[config.mk]
export PLATFORM = sky130hd
export DESIGN_NAME = cv32e40p_apu_responder_flat
export DESIGN_NICKNAME = d
export VERILOG_FILES = /design/src/rtl/cv32e40p_apu_responder_if.sv /design/src/rtl/cv32e40p_apu_responder.sv /design/src/flat_wrapper.sv
export SDC_FILE = /design/constraint.sdc
export NUM_CORES = 2
export LEC_CHECK = 0
export CAP_MARGIN = 20
export CORE_UTILIZATION = 45
export CTS_CLUSTER_SIZE = 20
export DETAILED_ROUTE_END_ITERATION = 8
export GPL_TIMING_DRIVEN = 0
export SLEW_MARGIN = 20
export SYNTH_ARGS = -nofsm -noshare
export SYNTH_HDL_FRONTEND = slang
export SYNTH_SLANG_ARGS = --single-unit
[constraint.sdc]
create_clock -name clk_i -period 7.8 [get_ports clk_i]
set_input_delay 1.56 -clock clk_i [delete_from_list [all_inputs] [get_ports clk_i]]
set_output_delay 1.56 -clock clk_i [all_outputs]
set_load 0.02 [all_outputs]
[src/rtl/cv32e40p_apu_responder_if.sv]
// rtl/cv32e40p_apu_responder_if.sv - shared-APU request/response bundle between core and APU
// Purpose: groups the APU request (req/gnt, operands, op, flags) and response
//          (rvalid, result, flags, busy) signals of the core's shared-APU port.
// Modports:
//   master - core side: drives request fields, observes gnt/response/busy
//   slave  - APU side:  observes request fields, drives gnt/response/busy
interface cv32e40p_apu_responder_if #(
  parameter int APU_NARGS_CPU    = 3,
  parameter int APU_WOP_CPU      = 6,
  parameter int APU_NDSFLAGS_CPU = 15,
  parameter int APU_NUSFLAGS_CPU = 5
);
  logic                                apu_req_i;
  logic                                apu_gnt_o;
  logic [APU_NARGS_CPU-1:0][31:0]      apu_operands_i;
  logic [APU_WOP_CPU-1:0]              apu_op_i;
  logic [APU_NDSFLAGS_CPU-1:0]         apu_flags_i;
  logic                                apu_rvalid_o;
  logic [31:0]                         apu_result_o;
  logic [APU_NUSFLAGS_CPU-1:0]         apu_flags_o;
  logic                                busy_o;

  modport master (
    output apu_req_i, apu_operands_i, apu_op_i, apu_flags_i,
    input  apu_gnt_o, apu_rvalid_o, apu_result_o, apu_flags_o, busy_o
  );

  modport slave (
    input  apu_req_i, apu_operands_i, apu_op_i, apu_flags_i,
    output apu_gnt_o, apu_rvalid_o, apu_result_o, apu_flags_o, busy_o
  );
endinterface

[src/rtl/cv32e40p_apu_responder.sv]
// rtl/cv32e40p_apu_responder.sv - APU responder: pipelined integer ops plus 32-step restoring divider
// Purpose: accepts APU requests from the core EX stage and returns each result on a
//          one-cycle rvalid pulse. ADD/SUB/MUL/MAC/MIN/MAX and undefined ops go through a
//          LATENCY-deep pipeline; DIVU/REMU run on an iterative divider (33-cycle latency).
// Ports:
//   clk_i  clock
//   rst_i  asynchronous active-high reset; drops every in-flight op
//   apu    slave modport of cv32e40p_apu_responder_if
//          (req/gnt, operands a/b/c, op, flags in; rvalid/result/flags out; busy)
//   Response flags are {illegal, divz, ovf, neg, zero} in bits 4..0.
module cv32e40p_apu_responder #(
  parameter int LATENCY          = 2,
  parameter int APU_NARGS_CPU    = 3,
  parameter int APU_WOP_CPU      = 6,
  parameter int APU_NDSFLAGS_CPU = 15,
  parameter int APU_NUSFLAGS_CPU = 5
) (
  input logic                     clk_i,
  input logic                     rst_i,
  cv32e40p_apu_responder_if.slave apu
);

  localparam logic [APU_WOP_CPU-1:0] OP_ADD  = APU_WOP_CPU'(0);
  localparam logic [APU_WOP_CPU-1:0] OP_SUB  = APU_WOP_CPU'(1);
  localparam logic [APU_WOP_CPU-1:0] OP_MUL  = APU_WOP_CPU'(2);
  localparam logic [APU_WOP_CPU-1:0] OP_MAC  = APU_WOP_CPU'(3);
  localparam logic [APU_WOP_CPU-1:0] OP_MIN  = APU_WOP_CPU'(4);
  localparam logic [APU_WOP_CPU-1:0] OP_MAX  = APU_WOP_CPU'(5);
  localparam logic [APU_WOP_CPU-1:0] OP_DIVU = APU_WOP_CPU'(6);
  localparam logic [APU_WOP_CPU-1:0] OP_REMU = APU_WOP_CPU'(7);

  typedef enum logic [1:0] {S_IDLE, S_DIV, S_DONE} state_t;

  state_t       r_state;
  logic [5:0]   r_count;
  logic [31:0]  r_quo;      // dividend shifting out / quotient shifting in
  logic [31:0]  r_rem;
  logic [31:0]  r_div_b;
  logic         r_op_rem;

  logic [LATENCY-1:0] r_pv;
  logic [31:0]        r_pres   [LATENCY];
  logic [4:0]         r_pflags [LATENCY];

  logic [31:0] w_a, w_b, w_c, w_prod, w_res;
  logic        w_ovf, w_illegal, w_is_div;
  logic [4:0]  w_flags;
  logic        w_inflight, w_gnt, w_pipe_load;

  logic [32:0] w_rem_sh, w_diff;
  logic        w_step_ok;

  logic [31:0] w_div_res;
  logic [4:0]  w_div_flags;
  logic        w_out_rvalid;
  logic [31:0] w_out_res;
  logic [4:0]  w_out_flags;

  logic        w_unused;
  assign w_unused = ^apu.apu_flags_i;

  // Combinational ALU for the pipelined ops, evaluated on the request in the grant cycle.
  always_comb begin
    w_a       = apu.apu_operands_i[0];
    w_b       = apu.apu_operands_i[1];
    w_c       = apu.apu_operands_i[2];
    w_prod    = w_a * w_b;
    w_res     = '0;
    w_ovf     = 1'b0;
    w_illegal = 1'b0;
    w_is_div  = (apu.apu_op_i == OP_DIVU) || (apu.apu_op_i == OP_REMU);
    case (apu.apu_op_i)
      OP_ADD: begin
        w_res = w_a + w_b;
        w_ovf = (w_a[31] == w_b[31]) && (w_res[31] != w_a[31]);
      end
      OP_SUB: begin
        w_res = w_a - w_b;
        w_ovf = (w_a[31] != w_b[31]) && (w_res[31] != w_a[31]);
      end
      OP_MUL:  w_res = w_prod;
      OP_MAC:  w_res = w_prod + w_c;
      OP_MIN:  w_res = ($signed(w_a) < $signed(w_b)) ? w_a : w_b;
      OP_MAX:  w_res = ($signed(w_a) > $signed(w_b)) ? w_a : w_b;
      OP_DIVU, OP_REMU: w_res = '0;
      default: w_illegal = 1'b1;
    endcase
    w_flags = {w_illegal, 1'b0, w_ovf, w_res[31], (w_res == 32'd0)};
  end

  // The last pipeline stage is the output register, so an op sitting there has already
  // been delivered this cycle; only the earlier stages hold a divide off.
  always_comb begin
    w_inflight = 1'b0;
    for (int i = 0; i < LATENCY - 1; i++) begin
      w_inflight = w_inflight | r_pv[i];
    end
    w_gnt = 1'b0;
    if (r_state == S_IDLE && apu.apu_req_i) begin
      w_gnt = w_is_div ? !w_inflight : 1'b1;
    end
    w_pipe_load = w_gnt && !w_is_div;
  end

  // Invalid slots carry zero data so the output reads 0 whenever nothing is returned.
  always_ff @(posedge clk_i or posedge rst_i) begin
    if (rst_i) begin
      r_pv <= '0;
      for (int i = 0; i < LATENCY; i++) begin
        r_pres[i]   <= '0;
        r_pflags[i] <= '0;
      end
    end else begin
      r_pv[0]     <= w_pipe_load;
      r_pres[0]   <= w_pipe_load ? w_res : 32'd0;
      r_pflags[0] <= w_pipe_load ? w_flags : 5'd0;
      for (int i = 1; i < LATENCY; i++) begin
        r_pv[i]     <= r_pv[i-1];
        r_pres[i]   <= r_pres[i-1];
        r_pflags[i] <= r_pflags[i-1];
      end
    end
  end

  // Restoring division step: shift next dividend bit into the partial remainder and
  // subtract the divisor when it fits. With b==0 every step "fits", yielding all-ones
  // quotient and the dividend as remainder.
  always_comb begin
    w_rem_sh  = {r_rem, r_quo[31]};
    w_diff    = w_rem_sh - {1'b0, r_div_b};
    w_step_ok = !w_diff[32];
  end

  always_ff @(posedge clk_i or posedge rst_i) begin
    if (rst_i) begin
      r_state  <= S_IDLE;
      r_count  <= '0;
      r_quo    <= '0;
      r_rem    <= '0;
      r_div_b  <= '0;
      r_op_rem <= 1'b0;
    end else begin
      case (r_state)
        S_IDLE: begin
          if (w_gnt && w_is_div) begin
            r_quo    <= w_a;
            r_rem    <= '0;
            r_div_b  <= w_b;
            r_op_rem <= (apu.apu_op_i == OP_REMU);
            r_count  <= 6'd32;
            r_state  <= S_DIV;
          end
        end
        S_DIV: begin
          r_quo   <= {r_quo[30:0], w_step_ok};
          r_rem   <= w_step_ok ? w_diff[31:0] : w_rem_sh[31:0];
          r_count <= r_count - 6'd1;
          if (r_count == 6'd1) begin
            r_state <= S_DONE;
          end
        end
        S_DONE:  r_state <= S_IDLE;
        default: r_state <= S_IDLE;
      endcase
    end
  end

  // A divide-by-zero result is a sentinel rather than an arithmetic value, so it reports
  // only divz and not zero/neg.
  always_comb begin
    w_div_res   = r_op_rem ? r_rem : r_quo;
    w_div_flags = (r_div_b == 32'd0) ? 5'b01000
                                     : {3'b000, w_div_res[31], (w_div_res == 32'd0)};
    if (r_state == S_DONE) begin
      w_out_rvalid = 1'b1;
      w_out_res    = w_div_res;
      w_out_flags  = w_div_flags;
    end else begin
      w_out_rvalid = r_pv[LATENCY-1];
      w_out_res    = r_pres[LATENCY-1];
      w_out_flags  = r_pflags[LATENCY-1];
    end
  end

  assign apu.apu_gnt_o    = w_gnt;
  assign apu.apu_rvalid_o = w_out_rvalid;
  assign apu.apu_result_o = w_out_res;
  assign apu.apu_flags_o  = APU_NUSFLAGS_CPU'(w_out_flags);
  assign apu.busy_o       = (|r_pv) || (r_state != S_IDLE);

endmodule
[src/flat_wrapper.sv]
// flat-port wrapper written by rule: the top's interface ports become plain ports
module cv32e40p_apu_responder_flat 
#(
  parameter int LATENCY          = 2,
  parameter int APU_NARGS_CPU    = 3,
  parameter int APU_WOP_CPU      = 6,
  parameter int APU_NDSFLAGS_CPU = 15,
  parameter int APU_NUSFLAGS_CPU = 5
)
  (clk_i, rst_i, apu_apu_req_i, apu_apu_operands_i, apu_apu_op_i, apu_apu_flags_i, apu_apu_gnt_o, apu_apu_rvalid_o, apu_apu_result_o, apu_apu_flags_o, apu_busy_o);
  cv32e40p_apu_responder_if #(.APU_NARGS_CPU(APU_NARGS_CPU), .APU_WOP_CPU(APU_WOP_CPU), .APU_NDSFLAGS_CPU(APU_NDSFLAGS_CPU), .APU_NUSFLAGS_CPU(APU_NUSFLAGS_CPU)) apu_i ();
  input logic clk_i;
  input logic rst_i;
  input wire logic [$bits(apu_i.apu_req_i)-1:0] apu_apu_req_i;
  input wire logic [$bits(apu_i.apu_operands_i)-1:0] apu_apu_operands_i;
  input wire logic [$bits(apu_i.apu_op_i)-1:0] apu_apu_op_i;
  input wire logic [$bits(apu_i.apu_flags_i)-1:0] apu_apu_flags_i;
  output wire logic [$bits(apu_i.apu_gnt_o)-1:0] apu_apu_gnt_o;
  output wire logic [$bits(apu_i.apu_rvalid_o)-1:0] apu_apu_rvalid_o;
  output wire logic [$bits(apu_i.apu_result_o)-1:0] apu_apu_result_o;
  output wire logic [$bits(apu_i.apu_flags_o)-1:0] apu_apu_flags_o;
  output wire logic [$bits(apu_i.busy_o)-1:0] apu_busy_o;
  assign apu_i.apu_req_i = apu_apu_req_i;
  assign apu_i.apu_operands_i = apu_apu_operands_i;
  assign apu_i.apu_op_i = apu_apu_op_i;
  assign apu_i.apu_flags_i = apu_apu_flags_i;
  assign apu_apu_gnt_o = apu_i.apu_gnt_o;
  assign apu_apu_rvalid_o = apu_i.apu_rvalid_o;
  assign apu_apu_result_o = apu_i.apu_result_o;
  assign apu_apu_flags_o = apu_i.apu_flags_o;
  assign apu_busy_o = apu_i.busy_o;
  cv32e40p_apu_responder #(.LATENCY(LATENCY), .APU_NARGS_CPU(APU_NARGS_CPU), .APU_WOP_CPU(APU_WOP_CPU), .APU_NDSFLAGS_CPU(APU_NDSFLAGS_CPU), .APU_NUSFLAGS_CPU(APU_NUSFLAGS_CPU)) u_core (.clk_i(clk_i), .rst_i(rst_i), .apu(apu_i));
endmodule
==> flow_summary.ini <==
[timing]
finClkSkew_ns = 0.01279
period_share_pct = 128.9
hold_viol = 0
final-setup-viol-count = 23
worstMarginPinSlew_ns = 1.147
fin_crit_ns = 10.05
slew_headroom_pct = 22.83
worst_slack_ns = -2.255
drv_slew = 0
rsz0062_at_grt = true
fmax_ghz = 0.09946

[routing]
drt-vias-per-instance = 5.798
drcViolationCount = 0
drt_wl_total_microns = 125900
drtIter0Drc = 2406
post_drt_wl_per_cell_microns = 25.84
first_pass_iters = 8
vias = 28237
antenna_left = 0

[critical_path]
critical-path-max-stage-delay_ns = 0.55
slowest_stage = fa_1
critPathKind = input pin to register
crit_path_frequent_cell = fa_1
startpoint_type = input pin
arrival_ns = 10.44
cp.required_ns = 8.19
path_max_fanout = 10
endpoint_kind = register

[final_layout]
fill_cells = 6399
area_growth_pct = 21.18
drive_gt1_share_pct = 13.41
multi_input_area_sq_um = 25430
nets = 4754
final_cell_area_sq_um = 37710
ff_latch_area_sq_um = 4429

[global_route]
grt_pass1_vias = 28995
groute.usage.overall_pct = 36.25
grt_overflow = 0
grt_max_degree = 94
antenna_found_initial = 7
grt_pass1_wl_microns = 186100

[logic_synthesis]
netlist.area_leader.share_pct = 26.51
yosysWarnings = 0
async_flop_share_pct = 100.0
ys_types = 85
synth_most_common_cell = inv_1
syn_area_per_cell_sq_um = 8.446
synthTopCellsByArea = fa_1 27%, dfrtp_1 14%, ha_1 10%
synth_top_area_cell = fa_1
netlist_area_sq_um = 31110
ys_ff_latch = 177
synth-edff-count = 0
synth_common_cells = 511 x inv_1, 427 x nand2_1, 412 x fa_1
seq_area_frac_synth_pct = 14.24
syn_nets = 4467
synth_top_flop_cell = dfrtp_1
syn-instance-count = 3684

[outcome]
violations = negative setup slack
status = finished, violations left

[placed_design]
gp_routability_congestion = 1.007
place_area_sq_um = 34070
place_hpwl_microns = 104100
portBuffers = 144

[clocking]
cts_made_buffers = 17
cts.sinks = 177
path_clk_slew_ns = 0.07
htreeDepth = 4
cts_root_buf = clkbuf_16
ctsHoldBuffers = 0
tritoncts = built
clk_latency_ns = 0.45
cts_max_path_buffers = 2

[floorplanning]
start_util_pct = 45.45
io_pins = 160
core-area_sq_um = 68470
die_y_microns = 265.0
die_w_microns = 265.0
rows = 96
die-area_sq_um = 70200

[job]
drv_cap = 0

[hold_path]
hold_path_class = register to register
[sequential cells by signal, indices dropped and copies added, names as in the netlist]
signal           cells
u_core.r_pflags      8
u_core.r_pres       62
u_core.r_rem        32
u_core.r_count       6
u_core.r_quo        32
u_core.r_div_b      32
u_core.r_pv          2
u_core.r_op_rem      1
u_core.r_state       2
[cell type report]
| cell class | instances | share of cell area, % |
|---|---|---|
| repair buffers | 271 | 6.650 |
| clock buffers | 17 | 1.128 |
| clock inverters | 14 | 0.4413 |
| multi-input cells | 2802 | 67.43 |
| plain buffers | 189 | 4.513 |
| well taps | 882 | 2.927 |
| inverters | 513 | 5.130 |
| flip-flops and latches | 177 | 11.75 |
| diodes | 5 | 0.03318 |
[routing by layer]
| metal | wire (microns) | vias to the layer above | track usage [%] |
|---|---|---|---|
| met4 | 8568 | 4 | 21.14 |
| met5 | 23 | - | 0 |
| met2 | 58480 | 1182 | 59.88 |
| met1 | 49760 | 14109 | 45.12 |
| met3 | 9034 | 321 | 5.425 |
| li1 | - | 12621 | - |
[cells in the final DEF (no fill, tap or decap), types with 39 or more instances in the layout]
cell,n
inv_1,500
dfrtp_1,177
nor2_1,216
clkdlybuf4s50_1,105
xnor2_1,118
fa_1,401
nor3_1,39
clkbuf_1,70
o22ai_1,44
nand2_1,421
clkbuf_16,45
a21o_1,48
o21ai_0,184
and2_1,257
ha_1,220
a21oi_1,100
mux2i_1,93
buf_4,120
nand3_1,66
[worst max-delay path: cells and delay by family]
kind | cells | cell delay (ns)
AO/OA/AOI/OAI | 5 | 1.37
adder cells (fa/ha/maj) | 10 | 4.43
XOR/XNOR | 2 | 0.34
AND/OR/NAND/NOR | 8 | 1.72
buffers and inverters | 9 | 0.98
[logic make-up after synthesis]
family,after synthesis,synth area share (%)
mux,105,3.438
buf+inv,705,8.609
simple gates,1210,18.82
xor+xnor,171,4.813
compound gates,653,13.49
flops,177,14.24
fa+ha+maj,663,36.60
[final timing paths]
| check | end | slack (ns) | start | cells after the start |
|---|---|---|---|---|
| setup / recovery | u_core.r_pflags[5]$_DFF_PP0_ | -2.25 | apu_apu_operands_i[37] | 34 |
| hold / removal | u_core.r_pres[13]$_DFF_PP0_ | 0.35 | u_core.r_pres[45]$_DFF_PP0_ | 0 |
| setup reg to reg | u_core.r_rem[31]$_DFFE_PP0P_ | 2.29 | u_core.r_quo[31]$_DFFE_PP0P_ | 18 |
| hold reg to reg | u_core.r_pres[13]$_DFF_PP0_ | 0.35 | u_core.r_pres[45]$_DFF_PP0_ | 0 |
| max in group asynchronous | u_core.r_rem[27]$_DFFE_PP0P_ | 5.35 | rst_i | 3 |
| min in group asynchronous | u_core.r_pv[1]$_DFF_PP0_ | 1.59 | rst_i | 2 |
[metrics by stage]
step / util (%) / hold slack (ns) / setup TNS (ns) / cells / setup slack, ns
2_1_floorplan: - / 0.3312 / -18.45 / 3684 / -1.912
3_3_place_gp: 49.71 / 0.3320 / -226.23 / 4710 / -4.862
3_5_place_dp: 49.76 / 0.3347 / -86.35 / 4711 / -4.810
4_1_cts: 54.34 / 0.3510 / -25.73 / 4842 / -2.175
5_1_grt: 55.05 / 0.3532 / -32.69 / 4865 / -2.474
6_report: 55.07 / 0.3497 / -28.54 / 4870 / -2.255
[what timing repair did]
action | in CTS | in global routing
resized for setup | 572 | 86
gates cloned | 1 | 0
setup endpoints to repair | 28 | 23
pin swaps | 130 | 63
setup buffers | 100 | 28
Power is left out: the tool's default activity adds up to more than one toggle a clock period on the data nets, which glitch-free logic cannot reach.
